**config.mk**
```make
export PLATFORM = sky130hd
export DESIGN_NAME = pi_spi_master
export DESIGN_NICKNAME = d
export VERILOG_FILES = /design/src/rtl/pi_spi_pkg.sv /design/src/rtl/spi_clk_div.sv /design/src/rtl/pi_spi_master.sv
export SDC_FILE = /design/constraint.sdc
export NUM_CORES = 1
export LEC_CHECK = 0
export ABC_AREA = 1
export BUFFER_PORTS_ARGS = -buffer_cell sky130_fd_sc_hd__buf_2
export CORE_ASPECT_RATIO = 0.6
export CORE_MARGIN = 3
export CORE_UTILIZATION = 40
export CTS_CLUSTER_SIZE = 16
export DETAILED_ROUTE_END_ITERATION = 6
export GPL_ROUTABILITY_DRIVEN = 1
export PLACE_DENSITY = 0.7
export SLEW_MARGIN = 40
export SYNTH_ARGS = -nofsm -noshare
export SYNTH_HDL_FRONTEND = slang
export SYNTH_SLANG_ARGS = --single-unit
```
**constraint.sdc**
```tcl
create_clock -name sys_clk -period 1.4 [get_ports sys_clk]
set_input_delay 0.21 -clock sys_clk [delete_from_list [all_inputs] [get_ports sys_clk]]
set_output_delay 0.21 -clock sys_clk [all_outputs]
set_load 0.01 [all_outputs]
```
**src/rtl/pi_spi_pkg.sv**
```systemverilog
// Shared definitions for the PET bus SPI command master: FSM state codes, frame constants
// and the frame builder that pi_register tests reuse.
package pi_spi_pkg;

  typedef logic [2:0] spi_state_t;

  localparam spi_state_t ST_IDLE  = 3'd0;
  localparam spi_state_t ST_SETUP = 3'd1;
  localparam spi_state_t ST_SHIFT = 3'd2;
  localparam spi_state_t ST_HOLD  = 3'd3;
  localparam spi_state_t ST_GAP   = 3'd4;

  localparam int unsigned PI_SPI_FRAME_BITS = 32;
  localparam logic        PI_SPI_RW_READ    = 1'b1;

  // Byte layout: {rw_b, 6'b0, addr[16]}, addr[15:8], addr[7:0], data (0x00 on reads).
  function automatic logic [31:0] pi_spi_frame(input logic        rw_b,
                                               input logic [16:0] addr,
                                               input logic [7:0]  data);
    logic [7:0] last_byte;
    last_byte = (rw_b == PI_SPI_RW_READ) ? 8'h00 : data;
    return {rw_b, 6'b000000, addr[16], addr[15:0], last_byte};
  endfunction

endpackage

```
**src/rtl/spi_clk_div.sv**
```systemverilog
// SCLK phase counter: divides sys_clk into CLK_DIV-cycle phases, owns the SCLK level and
// emits one-cycle rise/fall strobes on the edge that changes it.
module spi_clk_div #(
  parameter int unsigned CLK_DIV = 4
) (
  input  logic clk_i,
  input  logic rst_ni,
  input  logic clear_i,
  input  logic count_en_i,
  input  logic rise_en_i,
  output logic tick_o,
  output logic rise_o,
  output logic fall_o,
  output logic sclk_o
);

  localparam int unsigned     CntW     = $clog2(CLK_DIV + 1);
  localparam logic [CntW-1:0] CntLast  = CntW'(CLK_DIV - 1);

  logic [CntW-1:0] cnt_q, cnt_d;
  logic            sclk_q, sclk_d;

  always_comb begin
    tick_o = count_en_i && (cnt_q == CntLast);
    rise_o = tick_o && rise_en_i && !sclk_q;
    fall_o = tick_o && sclk_q;
    cnt_d  = cnt_q;
    sclk_d = sclk_q;
    if (clear_i) begin
      cnt_d  = '0;
      sclk_d = 1'b0;
    end else if (count_en_i) begin
      cnt_d = tick_o ? '0 : cnt_q + 1'b1;
      if (rise_o) begin
        sclk_d = 1'b1;
      end else if (fall_o) begin
        sclk_d = 1'b0;
      end
    end
  end

  always_ff @(posedge clk_i) begin
    if (!rst_ni) begin
      cnt_q  <= '0;
      sclk_q <= 1'b0;
    end else begin
      cnt_q  <= cnt_d;
      sclk_q <= sclk_d;
    end
  end

  assign sclk_o = sclk_q;

endmodule

```
**src/rtl/pi_spi_master.sv**
```systemverilog
// SPI mode-0 master issuing one 32-bit PET bus command frame per accepted request.
// Define PI_SPI_MASTER_MISO_EN to build MISO capture; otherwise rd_data is constant 0x00.
module pi_spi_master
  import pi_spi_pkg::*;
#(
  parameter int unsigned CLK_DIV = 4
) (
  input  logic        sys_clk,
  input  logic        sys_reset_n,
  input  logic        cmd_valid,
  output logic        cmd_ready,
  input  logic        cmd_rw_b,
  input  logic [16:0] cmd_addr,
  input  logic [7:0]  cmd_data,
  output logic        done,
  output logic [7:0]  rd_data,
  output logic        spi_sclk,
  output logic        spi_cs_n,
  output logic        spi_mosi,
  input  logic        spi_miso
);

  if (CLK_DIV == 0 || CLK_DIV > 255) begin : g_bad_clk_div
    $error("pi_spi_master: CLK_DIV must be in 1..255");
  end

  spi_state_t  state_q, state_d;
  logic [31:0] frame_q, frame_d;
  logic [5:0]  bit_cnt_q, bit_cnt_d;
  logic        cs_n_q, cs_n_d;
  logic        mosi_q, mosi_d;
  logic        ready_q, ready_d;
  logic        done_q, done_d;

  logic accept;
  logic count_en;
  logic rise_en;
  logic tick;
  logic sclk_rise;
  logic sclk_fall;
  logic bits_done;

  assign accept    = cmd_valid && ready_q;
  assign bits_done = (bit_cnt_q == 6'(PI_SPI_FRAME_BITS));
  assign count_en  = (state_q != ST_IDLE);
  assign rise_en   = (state_q == ST_SETUP) || ((state_q == ST_SHIFT) && !bits_done);

  spi_clk_div #(
    .CLK_DIV (CLK_DIV)
  ) u_clk_div (
    .clk_i      (sys_clk),
    .rst_ni     (sys_reset_n),
    .clear_i    (accept),
    .count_en_i (count_en),
    .rise_en_i  (rise_en),
    .tick_o     (tick),
    .rise_o     (sclk_rise),
    .fall_o     (sclk_fall),
    .sclk_o     (spi_sclk)
  );

  always_comb begin
    state_d   = state_q;
    frame_d   = frame_q;
    bit_cnt_d = bit_cnt_q;
    cs_n_d    = cs_n_q;
    mosi_d    = mosi_q;
    ready_d   = ready_q;
    done_d    = 1'b0;
    unique case (state_q)
      ST_IDLE: begin
        if (accept) begin
          frame_d   = pi_spi_frame(cmd_rw_b, cmd_addr, cmd_data);
          mosi_d    = frame_d[31];
          cs_n_d    = 1'b0;
          ready_d   = 1'b0;
          bit_cnt_d = '0;
          state_d   = ST_SETUP;
        end
      end
      ST_SETUP: begin
        if (tick) begin
          state_d = ST_SHIFT;
        end
      end
      ST_SHIFT: begin
        // The low phase after the 32nd fall completes before HOLD starts.
        if (sclk_fall) begin
          frame_d   = {frame_q[30:0], 1'b0};
          mosi_d    = frame_q[30];
          bit_cnt_d = bit_cnt_q + 6'd1;
        end else if (tick && bits_done) begin
          state_d = ST_HOLD;
        end
      end
      ST_HOLD: begin
        if (tick) begin
          cs_n_d  = 1'b1;
          done_d  = 1'b1;
          state_d = ST_GAP;
        end
      end
      ST_GAP: begin
        if (tick) begin
          ready_d = 1'b1;
          state_d = ST_IDLE;
        end
      end
      default: begin
        state_d = ST_IDLE;
      end
    endcase
  end

  always_ff @(posedge sys_clk) begin
    if (!sys_reset_n) begin
      state_q   <= ST_IDLE;
      frame_q   <= '0;
      bit_cnt_q <= '0;
      cs_n_q    <= 1'b1;
      mosi_q    <= 1'b0;
      ready_q   <= 1'b1;
      done_q    <= 1'b0;
    end else begin
      state_q   <= state_d;
      frame_q   <= frame_d;
      bit_cnt_q <= bit_cnt_d;
      cs_n_q    <= cs_n_d;
      mosi_q    <= mosi_d;
      ready_q   <= ready_d;
      done_q    <= done_d;
    end
  end

  assign cmd_ready = ready_q;
  assign done      = done_q;
  assign spi_cs_n  = cs_n_q;
  assign spi_mosi  = mosi_q;

`ifdef PI_SPI_MASTER_MISO_EN
  logic [7:0] rx_q;
  logic [7:0] rd_data_q;
  logic       rd_frame_q;

  // rx_q ends the frame holding the last eight samples, i.e. the byte 3 period.
  always_ff @(posedge sys_clk) begin
    if (!sys_reset_n) begin
      rx_q       <= '0;
      rd_data_q  <= '0;
      rd_frame_q <= 1'b0;
    end else begin
      if (accept) begin
        rd_frame_q <= (cmd_rw_b == PI_SPI_RW_READ);
      end
      if (sclk_rise) begin
        rx_q <= {rx_q[6:0], spi_miso};
      end
      if ((state_q == ST_HOLD) && tick && rd_frame_q) begin
        rd_data_q <= rx_q;
      end
    end
  end

  assign rd_data = rd_data_q;
`else
  logic unused_miso;
  assign unused_miso = ^{spi_miso, sclk_rise};
  assign rd_data     = 8'h00;
`endif

endmodule

```
==> summary by stage, run 1 <==
CTS
After clock tree synthesis, the clock-pin slew on the worst setup and hold paths is 90 ps. The TritonCTS clock tree is yes. The number of levels the H-tree was split into is 2. The CTS sink count is 48. The clock passes through at most 2 buffers. CTS placed an instance of clkbuf_8 at the clock tree root. The clock latency at the later pin of the worst-skew pair is around 300 ps. The number of clock buffers added by TritonCTS is 5.

Cells and area
The number of nets in the finished design is approximately 400. 0 antenna diodes ended up in the layout. The number of fill cells is 495. Compared with the post-synthesis result, the final layout area differs by 26.83%. The share of final-layout standard cells stronger than drive strength 1 is 0.2889.

Status
The final reports fail on DRC. The flow ran to the end, but the final reports show violations.

Die
The total die area is 0.006749 mm^2. The row count is 20. The horizontal extent of the die is 104.1 um.

The total area inside the core boundary comes to 0.005305 mm^2. The overall die height is 64.85 um. The initial utilization of the core area, before any placement, comes to 0.4351. The count of boundary I/O pins is between 40 and 50.

Yosys
Of the post-synthesis cell area, the dominant cell type holds 0.4163. The sequential share of the synthesized area is 0.4163. During synthesis, Yosys emitted a total of 0 warnings. The post-synthesis instance area is 0.002308 mm^2. After synthesis, the cell types taking the most area are dfxtp_1, nand2_1, o211a_1. The cell type with the largest total area after synthesis is dfxtp_1. The netlist uses 25 different library cells. Dividing the synthesized area by the synthesized cell count gives 7.471 um^2. The synthesized netlist cell count is 309. The flip-flop and latch count after synthesis is 48.

Power and ir drop
For this design the ratio of total power to cell area is 1753 mW/mm^2. The worst vdd rail ir drop is 0.6364 mV. The post-route total power is 5.133 mW. The cell leakage power is 1.413 nW.

Place
After legalization and detailed placement, the total HPWL measured about 3.5 mm. The final weighted congestion of routability-driven global placement is 0.8216. Input and output buffers added on the ports amount to 33.

Global route
The maximum number of pins on one net before global-route repair is 26. The first global-routing pass estimated ~8.6 mm of wire. In the global route stage, overall resource usage came out at 0.1579.

The total congestion overflow after global routing is 0. The initial antenna violation count is 0. The via count of the first global-routing pass came to 1851.

Timing
The peak clock frequency supported by timing is 735.2 MHz. The number of pins exceeding their max-slew limit in the final report is 0. Subtracting the final worst setup slack from the clock period gives ~1400 ps. The final hold slack is 186.5 ps.

Dividing the final minimum period by the clock period gives 0.9716. The final count of hold timing violations is 0. Setup repair after global routing could not meet its margin everywhere. The clock tree skew after final layout is between 6 and 7 ps. Setup violations remaining at the end of the flow were counted as 0.

Worst setup path
In this run the critical register-to-register path is captured at bit_cnt_q[2]. The highest net fanout along the worst path is 5. The worst setup path category is flop to flop. The startpoint of the worst setup timing path is u_clk_div.cnt_q[1]. The startpoint type of the worst setup path is a flop. The worst register-to-register path begins at u_clk_div.cnt_q[1]. The capturing element type of the critical path is a flop. The arrival time of data at the critical path endpoint is 1570 ps. Across all register-to-register paths, the minimum setup slack is a little under 40 ps.

The number of cells on the worst reg-to-reg path is 9. Data on the critical path is required at its endpoint by 1610 ps.

Min path
The depth of the worst hold-timing path is 3. The worst hold path begins at sys_reset_n. The path class of the lowest-slack min-delay path is input port to flop. The worst-case hold path end point is done.

Detailed routing
The wire length per cell is 12.23 um. The aggregate routed wire length is 5.343 mm. The post-detailed-route via-to-cell ratio is about 5. The count of TritonRoute iterations in the first routing pass is 6. In this run, the number of DRC markers left after iteration 0 of detailed routing was around 130.

For this run, design rule violations remaining after detail routing come to 1. The number of antenna-violating nets in the routed design is 0. The detailed router placed roughly 2100 vias in this run.

Flow run
The tool flagged a number of max-cap violations equal to 0.
==> cells in the mapped netlist <==
library cell	number
buf_4	10
o21ai_1	2
xor2_1	1
buf_2	5
nand2_1	94
nor4_1	1
nor2_4	1
clkbuf_1	5
o211a_1	18
clkinv_1	2
nand3_1	31
a211oi_1	1
conb_1	1
nand2_4	2
dfxtp_1	48
ha_1	3
nand4_1	3
buf_6	2
inv_2	2
nand2_2	1
inv_1	16
o21ai_0	12
a211oi_2	6
a21oi_1	14
nor2_1	28
==> where the power goes <==
| part | switching, mW | internal (mW) | leakage (nW) |
|---|---|---|---|
| Combinational | 1.37 | 1.01 | 0.974 |
| Sequential | 0.183 | 1.69 | 0.395 |
| Clock | 0.480 | 0.400 | 0.0434 |
==> what timing repair did <==
action | in CTS | in global routing
setup buffers | 3 | 4
setup endpoints to repair | 28 | 33
resized for setup | 15 | 27
hold buffers | 0 | 0
cloned | 1 | 0
pin swaps | 4 | 17
==> per-stage QoR <==
stage	TNS, ps	area (um^2)	setup WS, ps	std cells	util
floorplan	0	2335	65.29	316	-
global placement	-609.4	2615	-57.81	422	0.4929
detailed placement	-1235	2615	-85.39	422	0.4929
CTS	0	2824	0.05729	434	0.5323
global route	-217.0	2928	-44.98	437	0.5519
finish	0	2928	39.75	437	0.5519
==> final cells by class <==
class | count | area, um^2 | area share
inverter | 20 | 77.57 | 0.02650
sequential | 48 | 972.2 | 0.3321
clock buffer | 6 | 82.58 | 0.02821
multi-input combinational | 226 | 1270 | 0.4338
clock inverter | 2 | 15.01 | 0.005128
tap | 77 | 96.34 | 0.03291
timing repair buffer | 58 | 414.1 | 0.1415
==> worst max-delay path, cell delays in order (launching register included) <==
cell and delay (ps):
dfxtp_2 350, ha_4 170, nand2_4 90, nor2_4 50, nand2_4 90, nand2_8 80, buf_12 150, buf_4 130
a21oi_2 100, nor2_1 50
==> worst max path at each step <==
stage	end	slack [ps]
2_1_floorplan	frame_q[14]	70
3_3_place_gp	frame_q[11]	-60
3_5_place_dp	frame_q[9]	-90
4_1_cts	bit_cnt_q[2]	0.06
5_1_grt	bit_cnt_q[1]	-40
6_report	bit_cnt_q[2]	40
==> sequential cells by signal, indices dropped and copies added, names as in the netlist, 3 cells and up <==
name and cells:
u_clk_div.cnt_q 3, bit_cnt_q 6, frame_q 31, state_q 3
==> per-layer routing <==
layer	vias up	track usage	share of wire
met5	-	0	0
met4	0	0.06965	0.013
met3	5	0.04378	0.068
met2	57	0.2282	0.43
met1	958	0.2193	0.49
li1	1104	-	-
==> cell families after synthesis <==
kind of cell             after synthesis  synth area share
buffers and inverters                 42           0.09377
other                                  1          0.001624
adder cells (fa/ha/maj)                3           0.01626
flip-flops                            48            0.4163
XOR/XNOR                               1          0.003795
AND/OR/NAND/NOR                      161            0.2938
AO/OA/AOI/OAI                         53            0.1745
==> cell usage in the layout, fill, tap and decap left out, drive strengths merged <==
cell type  count
a211oi         7
a21oi         14
buf           58
clkbuf         6
clkinv         2
clkinvlp       2
conb           8
dfxtp         48
ha             3
inv           18
nand2         97
nand3         31
nand4          3
nor2          29
nor4           1
o211a         18
o21ai         14
xor2           1
Note: power is estimated with default switching activity, not from simulation.
==> run 2, diff against run 1 <==
ABC_AREA = default   (was 1)
==> summary by stage, run 2 <==
Status
The flow ran to the end, but the final reports show violations. The checks that failed: setup timing.

Cells and area
The register with the most flip-flops in the layout has 31 of them. The leading cell type in the layout, fill and taps excluded is dfxtp_1. The largest registers in the layout are frame_q (31), bit_cnt_q (6). At the end of the flow, the number of nets in the layout was 351.

Leaving out filler cells and counting taps, the final layout contains 398. The top cell types in the final layout, fill and taps aside, are dfxtp_1, buf_2, o211a_1, buf_4, o21ai_2. 0 antenna diodes ended up in the layout. More flip-flops sit in one register than any other, and that register is frame_q.

The share of final-layout standard cells stronger than drive strength 1 is 0.4497. The area overhead of the layout relative to synthesis is 42.09%. At the end of the flow the core is filled with cells to 0.6030.

Yosys
Of all flip-flops after synthesis, the portion carrying an async set or reset was 0. Of the total synthesized cell area, the portion taken by XOR and XNOR cells is 0.02172. In the synthesized netlist the dominant register cell turns out to be dfxtp_1.

The number of warnings printed during yosys synthesis is 0. The synthesized netlist cell count is 255. The number of enable flip-flop cells after synthesis is 0. Each instance of the synthesized netlist takes up on average 9.489 um^2. Sorting the synthesized cells by area gives the leading types as dfxtp_1, o211a_1, mux2i_1. Of the total synthesized cell area, the portion taken by AND, OR, NAND and NOR gates is 0.1784. By instance count, the leading cell after synthesis is dfxtp_1.

Synthesis inferred 48 register bits. Counting instances in the post-synthesis netlist gives the leading cell types as dfxtp_1, o211a_1, mux2i_1. The adder-cell area share of the yosys netlist is 0.01551. The synthesized design spends more area on one cell type than any other, namely dfxtp_1. In this run, distinct cell masters in the synthesized netlist total 44.

The portion of netlist area occupied by mux cells is 0.07446. The cell area that synthesis handed to floorplanning was 0.002420 mm^2. The share of the synthesized area in compound gates (AO/OA/AOI/OAI) is 0.2208. The share of the Yosys chip area taken by registers is 0.3971.

Of the post-synthesis cell area, the dominant cell type holds 0.3971. After synthesis, the largest family of logic cells by area is compound AO/OA/AOI/OAI gates.

Worst setup path
STA puts the critical path data required time at 1600 ps. The worst setup path is launched from a flop. The worst setup path category is flop to flop. The worst setup path is captured at a flop.

STA puts the critical path data arrival time at 1770 ps. In this run the worst path has a maximum fanout of 6.

Detailed routing
The count of unresolved DRC violations after routing is 0. For this block, the initial DRC count from the detailed router was 133. The post-detailed-route via-to-cell ratio is 5.322. The first detailed-routing pass ran for 4 iterations. After detailed routing, the average wire length per cell comes to 16.09 um. The total via count after detailed routing is 2118. The number of antenna-violating nets in the routed design is 0. The aggregate routed wire length is approximately 6.4 mm.

Global route
The via count of the first global-routing pass was approximately 2000. The initial antenna violation count is 0. The total congestion overflow after global routing is 0.

The first global-routing pass estimated roughly 9.4 mm of wire. For this run, the total global-route usage over all layers was measured as 0.1652. Entering global routing, the biggest net connects 26 pins.

CTS
The clock tree synthesis step divided the H-tree into 2 levels. The clock transition time at the flip-flop clock pins of the worst setup and hold paths is ~90 ps. No sink is reached through more buffers than the 2 on the longest clock path.

The number of clock buffers added by TritonCTS is 5. The tree built by TritonCTS fans out to 48 sinks. TritonCTS built the clock tree.

The cell at the root of the clock tree is clkbuf_8. The clock latency at the later pin of the worst-skew pair is 300 ps.

Timing
The peak clock frequency supported by timing is 633.8 MHz. The clock arrives with ~7.9 ps of skew. The final count of hold timing violations was 0.

Setup repair after global routing could not meet its margin everywhere. Dividing the final minimum period by the clock period gives 1.127. The number of pins exceeding their max-slew limit in the final report is 0. The worst setup slack after layout is -177.8 ps. The final-report setup violation count is 37.

The clock period minus worst slack is 1578 ps.

Die
The core region is between 0.005 and 0.006 mm^2. 43 I/O pins were placed. The starting density of the core is 0.4244. In this run the core area contains 21 standard-cell rows. In this run the vertical extent of the chip is 66.25 um.

The die is roughly 110 um wide. The die covers 0.007049 mm^2.

Place
The half-perimeter wire length of the detailed placement result is 3.799 mm. Before CTS, the worst setup slack after placement is -183.3 ps. The count of port buffers added during placement is 33. The final weighted congestion of routability-driven global placement is 0.8510. The cell count after placement is 377.

Power and ir drop
The worst-case IR drop observed on VDD is about 0.61 mV. The post-route total power is 3.143 mW. Dividing total power by cell area gives a power density of 914.1 mW/mm^2. The cell leakage power is 1.551 nW.

Flow run
The number of maximum-capacitance constraint violations is 0.

Min path
The worst hold path belongs to the class input port to flop.
## run 2: cell types whose count changed after synthesis, moves of 6 or more
cell      change
a211oi_2      -6
a21oi_1       -8
a221o_1       +7
inv_1         -9
mux2i_1      +18
nand2_1      -80
nand3_1      -24
nor2_1       -15
nor3b_1       +8
o211a_1       +7
o21ai_1       +8
## run 2: cell families after synthesis
family	Yosys count
XOR/XNOR	6
other	1
AND/OR/NAND/NOR	73
adder cells (fa/ha/maj)	3
buffers and inverters	36
flip-flops	48
multiplexers	18
AO/OA/AOI/OAI	70
## run 2: where the power goes
| group | leakage (nW) | internal [mW] | total (mW) | switching (mW) |
|---|---|---|---|---|
| Combinational | 1.09 | 0.247 | 0.487 | 0.240 |
| Sequential | 0.397 | 1.45 | 1.50 | 0.0582 |
| Clock | 0.0642 | 0.703 | 1.15 | 0.449 |
## run 2: path summary, 6_finish.rpt
path                                   start          end  slack (ps)  depth (start not counted)
worst min register to register      spi_cs_n     spi_cs_n         480                          2
worst max register to register    state_q[2]  frame_q[28]        -180                          5
worst max-delay path              state_q[2]  frame_q[28]        -180                          5
worst min-delay path            cmd_addr[15]  frame_q[23]         250                          4
## run 2: layout make-up
| class | instances | area (um^2) |
|---|---|---|
| fillers | 474 | 2263 |
| multi-input cells | 180 | 1562 |
| flip-flops and latches | 48 | 973.4 |
| repair buffers | 76 | 648.1 |
| well taps | 80 | 100.1 |
| clock buffers | 5 | 68.82 |
| clock inverters | 2 | 60.06 |
| inverters | 7 | 26.28 |
## run 2: timing repair
action                                  4_1_cts  5_1_grt
gates cloned                                  1        7
hold buffers                                  0        0
buffers inserted                              1        6
endpoints found under the setup margin       41       44
pin swaps                                     3       33
resized for setup                            12       56
## run 2: per-stage QoR
step	setup TNS, ps	instance area (um^2)	hold WS (ps)
floorplan	-2210	2552	363.8
global placement	-3357	2864	453.2
detailed placement	-4751	2864	453.4
CTS	-3442	3079	264.0
global route	-5898	3438	261.7
finish	-3880	3438	255.0
## run 2: per-layer routing
| metal | part of all wire | GRT usage | up-vias |
|---|---|---|---|
| met5 | 0 | 0 | - |
| met4 | 0.0044 | 0.04466 | 0 |
| met3 | 0.041 | 0.04195 | 2 |
| met2 | 0.47 | 0.2626 | 46 |
| met1 | 0.48 | 0.2237 | 1024 |
| li1 | - | - | 1046 |
## run 2: worst max-delay path, cell delays in order, from the launching register on
cell	delay, ps
dfxtp_4	390
or3_4	410
nor2_4	240
clkbuf_16	220
nor3_2	50
o21a_1	170
==> run 3, diff against run 2 <==
CORE_UTILIZATION = 47   (was 40)
PLACE_DENSITY = 0.79   (was 0.7)
==> summary by stage, run 3 (synthesis results as in run 2) <==
Status
The run finished, with violations left. The final reports fail on setup timing.

Global route
The via count of the first global-routing pass was about 1900. The global-route wire length before repair is 8.859 mm. Entering global routing, the biggest net connects 33 pins. The total global routing track utilization is 0.1831.

The initial antenna violation count came to 0. The total congestion overflow after global routing is 0.

Die
After floorplanning, the core was divided into 19 placement rows. The floorplan step defined a core boundary enclosing around 0.0048 mm^2. The die covers 0.006074 mm^2.

For this configuration, the core starts out at a cell density of 0.5089. The horizontal extent of the die is 98.64 um. The die is 61.58 um tall. The count of boundary I/O pins is 43.

CTS
After clock tree synthesis, the clock-pin slew on the worst setup and hold paths is roughly 90 ps. The longest clock path from root to sink contains 2 buffers. TritonCTS built the clock tree. The number of levels the H-tree was split into is 2.

The CTS sink count is 48. Clock latency on the worst-skew pair, taken at its later pin, is between 300 and 400 ps. The cell at the root of the clock tree is clkbuf_8. Buffers inserted during clock tree synthesis total 5. In this run, post-CTS hold repair placed 0 buffers.

Min path
The startpoint identified for the worst hold timing path is cmd_addr[11]. In this run the worst hold path is classified as input port to flop. The depth of the worst hold-timing path is 4. The worst-case hold path end point is frame_q[19].

Worst setup path
The worst-case register-to-register setup slack is -150 ps. The worst setup path is launched from a flop. STA classifies the critical path endpoint as a flop.

The worst setup path is of the flop to flop kind. The origin of the critical flop-to-flop path is bit_cnt_q[1]. The worst register-to-register path has a depth of 6. The arrival time of data at the critical path endpoint is 1790 ps.

At the worst endpoint, the required time is 1640 ps. In this run the critical register-to-register path is captured at state_q[0]. In this run the worst path has a maximum fanout of 2.

Timing
The final worst-path cycle share is 1.107. The setup total negative slack is -3624 ps. The clock period minus worst slack is roughly 1500 ps. Setup repair after global routing could not meet its margin everywhere. Setup violations remaining at the end of the flow were counted as 39.

In the post-route analysis, the smallest setup slack over all paths is -149.7 ps. The peak clock frequency supported by timing is 645.3 MHz. The final count of hold timing violations came to 0. The number of pins exceeding their max-slew limit in the final report was 0. The clock tree skew after final layout is 7.631 ps.

Flow run
Max-cap violations in this run came to 0.

Cells and area
The finished cells cover 0.003014 mm^2. The number of flip-flops under the largest register name is 31. The number of nets in the finished design is 340. The share of final-layout standard cells stronger than drive strength 1 is 0.3247. The largest registers in the layout are frame_q (31), bit_cnt_q (6). The number of non-filler instances in the completed layout is between 300 and 400.

The area growth from synthesis to layout is 24.56%. The antenna diode count is 0. In the layout the commonest cells are dfxtp_1, buf_2, buf_4, o211a_1, mux2i_1.

The number of fill cells is approximately 400. Counting flops per register, the top entry is frame_q. The library cell used most frequently in the layout, excluding fill and tap cells, is dfxtp_1.

Detailed routing
The total via count after detailed routing is 2020. The count of TritonRoute iterations in the first routing pass is 4. The wire length per cell is 14.58 um. The count of nets left with antenna violations once routing finished came out at 0. In the routed layout, each cell is associated on average with a via count of roughly 5.4. The count of routing violations after the opening detailed-route iteration is 92.

The count of unresolved DRC violations after routing is 0. The aggregate routed wire length is 5.408 mm.

Place
The post-placement cell area is 0.002855 mm^2. After detailed placement, the design holds a cell count of 360. The final weighted congestion of routability-driven global placement is roughly 0.82. Port buffering added 33 buffers. Detailed placement finished with a half-perimeter wire length of 3.867 mm.

Power and ir drop
The cell leakage power is 1.435 nW. The worst vdd rail ir drop is about 0.64 mV. For this design the ratio of total power to cell area is 919.7 mW/mm^2.
[run 3: cell count changes in the layout (fill, tap and decap cells not counted), moves of 3 or more]
| cell | change |
|---|---|
| o21ai_2 | -17 |
| o21ai_1 | +12 |
| buf_6 | -10 |
| o21ai_0 | +6 |
| buf_4 | +4 |
| clkbuf_16 | -3 |
| nand2_1 | +3 |
| nand2_2 | -3 |
[run 3: report_power, final]
group	switching (mW)	leakage, nW	internal (mW)
clock	0.477	0.0434	0.400
sequential	0.0535	0.395	1.45
combinational	0.193	0.996	0.201
[run 3: area by class of cell]
cell class | instances | area, um^2 | share of cell area
inverter | 7 | 26.28 | 0.008717
tap | 63 | 78.83 | 0.02615
clock inverter | 2 | 15.01 | 0.004981
sequential | 48 | 968.4 | 0.3213
multi-input combinational | 178 | 1360 | 0.4512
timing repair buffer | 67 | 483.0 | 0.1602
clock buffer | 6 | 82.58 | 0.02740
[run 3: through the flow]
| step | setup WS (ps) | hold WS (ps) | util | power (mW) |
|---|---|---|---|---|
| after floorplan | -115.3 | 363.8 | - | 1.787 |
| after global placement | -137.4 | 448.1 | 0.6005 | 1.900 |
| after detailed placement | -175.7 | 455.6 | 0.6005 | 1.917 |
| after CTS | -153.5 | 250.5 | 0.6318 | 2.785 |
| after global routing | -241.6 | 277.5 | 0.6339 | 2.885 |
| final | -149.7 | 257.8 | 0.6339 | 2.772 |
[run 3: how the worst max path moves through the flow]
stage          slack [ps]          startpoint         end  depth (start not counted)
4_1_cts              -150        bit_cnt_q[1]  state_q[0]                          6
3_5_place_dp         -180  u_clk_div.cnt_q[1]  frame_q[9]                          6
3_3_place_gp         -140        bit_cnt_q[0]  state_q[0]                          6
2_1_floorplan        -120          state_q[0]  frame_q[2]                          6
6_report             -150        bit_cnt_q[1]  state_q[0]                          6
5_1_grt              -240        bit_cnt_q[1]  state_q[0]                          6
[run 3: timing repair]
| action | in CTS | in global routing |
|---|---|---|
| buffers inserted | 2 | 1 |
| gates cloned | 0 | 0 |
| endpoints found under the setup margin | 41 | 44 |
| gates resized for setup | 9 | 1 |
| pin swaps | 1 | 1 |
[run 3: layer usage]
layer	global-route usage	vias up	routed length [um]
li1	-	1022	-
met1	0.2572	962	2768
met2	0.2872	31	2418
met3	0.03846	5	177
met4	0.05642	0	44
met5	0	-	0
[run 3: critical path, cell delays in order, from the launching register on]
cell and delay (ps):
dfxtp_1 320, inv_1 50, ha_1 140, nor4b_4 190
nand2_1 110, or4b_4 550, a21oi_2 120
